**src/rtl/rtc_bus_arbiter.sv**
```systemverilog
// rtc_bus_arbiter
// Shares one RTC transaction engine among NREQ requesters. One transaction
// is issued per grant. Priority is fixed (index 0 highest), and a starvation
// guard forces a grant to the lowest-priority requester (the periodic reader).
// A lock lets the owner issue back-to-back transactions without
// re-arbitration. A response timeout guarantees that a hung bus still
// completes, with err set.
//
// Ports:
//   clk, reset            clock, synchronous active-high reset
//   req/lock/we           per-requester request, lock-hold, write flag
//   addr/wdata            packed 8-bit fields, requester i at [8i+7:8i]
//   gnt                   one-hot grant, held from grant through DONE/LOCKED
//   ack, err              one-cycle completion pulse (err = timed out)
//   rdata                 data of the last successful read
//   busy                  arbiter not idle
//   cmd_*                 command handshake towards the engine
//   rsp_valid, rsp_data   engine completion and read data
module rtc_bus_arbiter #(
  parameter int NREQ         = 4,
  parameter int STARVE_LIMIT = 8,
  parameter int TIMEOUT      = 255
) (
  input  logic                clk,
  input  logic                reset,
  input  logic [NREQ-1:0]     req,
  input  logic [NREQ-1:0]     lock,
  input  logic [NREQ-1:0]     we,
  input  logic [8*NREQ-1:0]   addr,
  input  logic [8*NREQ-1:0]   wdata,
  output logic [NREQ-1:0]     gnt,
  output logic [NREQ-1:0]     ack,
  output logic                err,
  output logic [7:0]          rdata,
  output logic                busy,
  output logic                cmd_valid,
  input  logic                cmd_ready,
  output logic                cmd_we,
  output logic [7:0]          cmd_addr,
  output logic [7:0]          cmd_wdata,
  input  logic                rsp_valid,
  input  logic [7:0]          rsp_data
);

  localparam int IW = (NREQ > 1) ? $clog2(NREQ) : 1;
  localparam int TW = $clog2(TIMEOUT + 1);
  localparam int SW = $clog2(STARVE_LIMIT + 1);

  typedef enum logic [2:0] {IDLE, ISSUE, WAIT, DONE, LOCKED} state_t;

  state_t        state;
  logic [IW-1:0] owner;
  logic [IW-1:0] win;
  logic [TW-1:0] timer;
  logic [SW-1:0] starve_cnt;

  // Winner selection: the starved periodic reader first, else the lowest set index.
  always_comb begin
    win = '0;
    if (starve_cnt == SW'(STARVE_LIMIT) && req[NREQ-1]) begin
      win = IW'(NREQ - 1);
    end else begin
      for (int i = NREQ - 1; i >= 0; i--) begin
        if (req[i]) win = IW'(i);
      end
    end
  end

  always_ff @(posedge clk) begin
    if (reset) begin
      state      <= IDLE;
      owner      <= '0;
      gnt        <= '0;
      ack        <= '0;
      err        <= 1'b0;
      rdata      <= '0;
      busy       <= 1'b0;
      cmd_valid  <= 1'b0;
      cmd_we     <= 1'b0;
      cmd_addr   <= '0;
      cmd_wdata  <= '0;
      timer      <= '0;
      starve_cnt <= '0;
    end else begin
      ack <= '0;
      err <= 1'b0;
      case (state)
        IDLE: begin
          if (|req) begin
            owner     <= win;
            gnt       <= NREQ'(1) << win;
            cmd_we    <= we[win];
            cmd_addr  <= addr[8*win +: 8];
            cmd_wdata <= wdata[8*win +: 8];
            cmd_valid <= 1'b1;
            busy      <= 1'b1;
            state     <= ISSUE;
            if (win == IW'(NREQ - 1)) begin
              starve_cnt <= '0;
            end else if (req[NREQ-1] && starve_cnt != SW'(STARVE_LIMIT)) begin
              starve_cnt <= starve_cnt + SW'(1);
            end
          end
        end
        ISSUE: begin
          if (cmd_ready) begin
            cmd_valid <= 1'b0;
            timer     <= '0;
            state     <= WAIT;
          end
        end
        WAIT: begin
          // A response arriving on the timeout cycle still counts as success.
          if (rsp_valid) begin
            if (!cmd_we) rdata <= rsp_data;
            ack   <= gnt;
            state <= DONE;
          end else if (timer == TW'(TIMEOUT - 1)) begin
            err   <= 1'b1;
            ack   <= gnt;
            state <= DONE;
          end else begin
            timer <= timer + TW'(1);
          end
        end
        DONE: begin
          if (lock[owner]) begin
            state <= LOCKED;
          end else begin
            gnt   <= '0;
            busy  <= 1'b0;
            state <= IDLE;
          end
        end
        LOCKED: begin
          // Only the owner may continue; relatching skips the starve update.
          if (req[owner]) begin
            cmd_we    <= we[owner];
            cmd_addr  <= addr[8*owner +: 8];
            cmd_wdata <= wdata[8*owner +: 8];
            cmd_valid <= 1'b1;
            state     <= ISSUE;
          end else begin
            gnt   <= '0;
            busy  <= 1'b0;
            state <= IDLE;
          end
        end
        default: begin
          gnt       <= '0;
          busy      <= 1'b0;
          cmd_valid <= 1'b0;
          state     <= IDLE;
        end
      endcase
    end
  end

endmodule

```
**config.mk**
```make
export PLATFORM = sky130hd
export DESIGN_NAME = rtc_bus_arbiter
export DESIGN_NICKNAME = d
export VERILOG_FILES = /design/src/rtl/rtc_bus_arbiter.sv
export SDC_FILE = /design/constraint.sdc
export NUM_CORES = 1
export LEC_CHECK = 0
export CAP_MARGIN = 0
export CORE_MARGIN = 1
export CORE_UTILIZATION = 43
export DETAILED_ROUTE_END_ITERATION = 8
export PLACE_DENSITY_LB_ADDON = 0.1
export SLEW_MARGIN = 20
export SYNTH_ARGS = -nofsm -noshare
export SYNTH_HDL_FRONTEND = slang
export SYNTH_SLANG_ARGS = --single-unit
```
**constraint.sdc**
```tcl
create_clock -name clk -period 2.2 [get_ports clk]
set_input_delay 0.33 -clock clk [delete_from_list [all_inputs] [get_ports clk]]
set_output_delay 0.33 -clock clk [all_outputs]
set_load 0.05 [all_outputs]
```
==> impl_metrics.toml <==
[floorplan]
start_util_pct = 45.1
rows = 29
core_um2 = 6420
die_w_um = 84.1
die-area_um2 = 7070
die_h_um = 84.1
io_pins = 124

[setup_path]
critical_path_peak_fanout = 16
worstSetupStartpoint = "req[3]"
timing.rr.start = "starve_cnt[0]$_SDFFE_PP0P_"
worstSetupStartpointType = "primary input"
critPathCaptureType = "flip-flop"
crit_type = "primary input to flip-flop"
worstPathRequired_ps = 2390
cp_data_arrival_time_ps = 2300

[outcome]
status = "complete, but fails checks"
violations = "design-rule violations"

[place]
post-dp-hpwl_um = 6580
portBuffers = 123
place_congestion = 0.867
place_inst = 533
pre_cts_slack_ps = -237

[synthesis]
synth_xor_xnor_area_share_pct = 1.81
yosys.area_share.simple_pct = 24.4
synthDistinctLibCells = 57
synth_area_um2 = 2900
synth_edf_count = 0
synth-compound-area-share_pct = 24.0
synthesis.nets = 417
avgSynthCellArea_um2 = 8.91
ys_async_sr_fraction_pct = 0
synth_top_family_by_area = "simple AND/OR/NAND/NOR gates"
synthTopCellsByArea = "dfxtp_1, nand3_1, a32o_1"
ys_warn_count = 0
synthAdderAreaFrac_pct = 1.73
yosysSeqAreaShare_pct = 36.6
ys_ff_latch = 53
synthMuxAreaShare_pct = 5.62
synth_top_area_share_pct = 36.6
syn_inst = 325
ys.flop_type = "dfxtp_1"
yosys.area.top_type = "dfxtp_1"

[sta]
max_freq_mhz = 476
hold_viol_final = 0
min_period_over_period_pct = 95.6
worstMarginPinSlew_ps = 613
clock_skew_ps = 6.99
maxSlewHeadroom_pct = 59.0
final.setup.worst_slack_ps = 97.5
setup_viol = 0
maxSlewViolCount = 0
rsz0062_at_grt = "false"
period_needed_ps = 2100

[clock_network]
clock_sinks = 53
cts-root-buf = "clkbuf_8"
cts_resized = 0
cts_max_level = 2
numCtsBuffers = 5
postCtsHoldBufs = 0
cts_tree = "built"
post-cts-setup-buffer-count = 0
clk_pin_slew_ps = 90
clock_latency_ps = 300
clockBufferDepth = 2

[layout]
drive_gt1_share_pct = 11.6
layout_commonest_cell = "clkdlybuf4s50_1"
layoutNonFillerInstCount = 542
antenna_cells = 0
final_cell_mix = "clkdlybuf4s50_1, dfxtp_1, nand3_1"
postLayoutCoreUtil_pct = 69.6
final_nets = 556
multi_input_area_um2 = 1680
nFillCells = 529
area_delta_synth_final_pct = 54.4
seq_area_um2 = 1060

[power]
internal-power_mw = 1.82
power_switching_mw = 0.863
p_leak_nw = 1.79
powerDensity_nw_per_um2 = 600
clkPwrFrac_pct = 24.3
pwr-share-seq_pct = 40.6
vdd_drop_max_uv = 349
p_comb_share_pct = 35.1
swShare_pct = 32.2
power_mw = 2.69

[drt]
first_pass_iters = 8
drtAntennaViolNets = 0
routed_via_density = 5.71
routed_wirelength_um = 8890
num_vias = 3094
wire_per_inst_um = 16.4
drc_errors = 20
drtIter0Drc = 228

[hold_path]
hold_path.class = "flip-flop to flip-flop"
holdCritStartpoint = "cmd_wdata[0]$_SDFFE_PP0P_"

[job]
maxCapViolations = 0

[grt]
grt_pass1_wl_um = 14300
overflow = 0
grt_max_degree = 34
antenna_found_initial = 0
grtUsageTotal_pct = 25.0
grt_pass1_vias = 2932
registers in the layout (all words and copies together), names as in the netlist, 2 cells and up:
signal and cells:
state 3, gnt 4, owner 2, ack 4, cmd_wdata 8, timer 8
starve_cnt 4, cmd_addr 8, rdata 8
metrics by stage:
step	hold slack (ps)	cell area (um2)	TNS, ps
final	484	4470	0
after global routing	498	4470	0
after CTS	484	4460	0
after detailed placement	463	4350	-3900
after global placement	447	4350	-2850
after floorplan	408	2900	0
per-layer routing:
layer  share of wire [%]  GRT usage, %
met1                  45          34.0
met4                 1.3          6.11
met2                  47          41.3
met5                   0             0
met3                 6.6          4.15
power groups by stage:
stage                     Sequential, mW  Combinational [mW]  Clock, mW
final                               1.09               0.942      0.654
after global routing                1.10                1.00      0.720
after CTS                           1.09               0.938      0.669
after detailed placement            1.11               0.933          0
after global placement              1.11               0.923          0
after floorplan                     1.31               0.316          0
worst paths after layout:
check / endpoint / slack (ps) / cells after the start
min reg2reg: cmd_wdata[0]$_SDFFE_PP0P_ / 480 / 1
max: cmd_addr[7]$_SDFFE_PP0P_ / 100 / 6
min: cmd_wdata[0]$_SDFFE_PP0P_ / 480 / 1
max reg2reg: cmd_addr[7]$_SDFFE_PP0P_ / 140 / 8
kinds of logic after synthesis:
kind of cell | Yosys count
flops | 53
fa+ha+maj | 4
compound gates | 86
mux | 12
simple gates | 135
xor+xnor | 6
buf+inv | 29
critical path, stage by stage:
cell	delay [ps]
clkdlybuf4s50_1	570
nand4b_1	250
buf_4	240
a31o_2	360
a211o_1	290
a32o_1	260
cells in the mapped netlist (all sizes together) (3+ instances only):
cell type and number:
a211o 16, a21oi 7, a22oi 3, a32o 17, and2 7, and3 16
buf 12, clkbuf 11, dfxtp 53, ha 4, inv 6, mux2i 8
mux4 3, nand2 11, nand3 39, nor2 36, nor2b 3, nor3 5
o21ai 24, xor2 4
final cells by class:
type | count | share of cell area, %
Inverter | 6 | 0.504
Clock buffer | 6 | 1.62
Tap cell | 77 | 2.15
Clock inverter | 2 | 0.867
Multi-Input combinational cell | 244 | 37.5
Timing Repair Buffer | 154 | 33.6
Sequential cell | 53 | 23.7
Note: power is estimated with default switching activity, not from simulation.
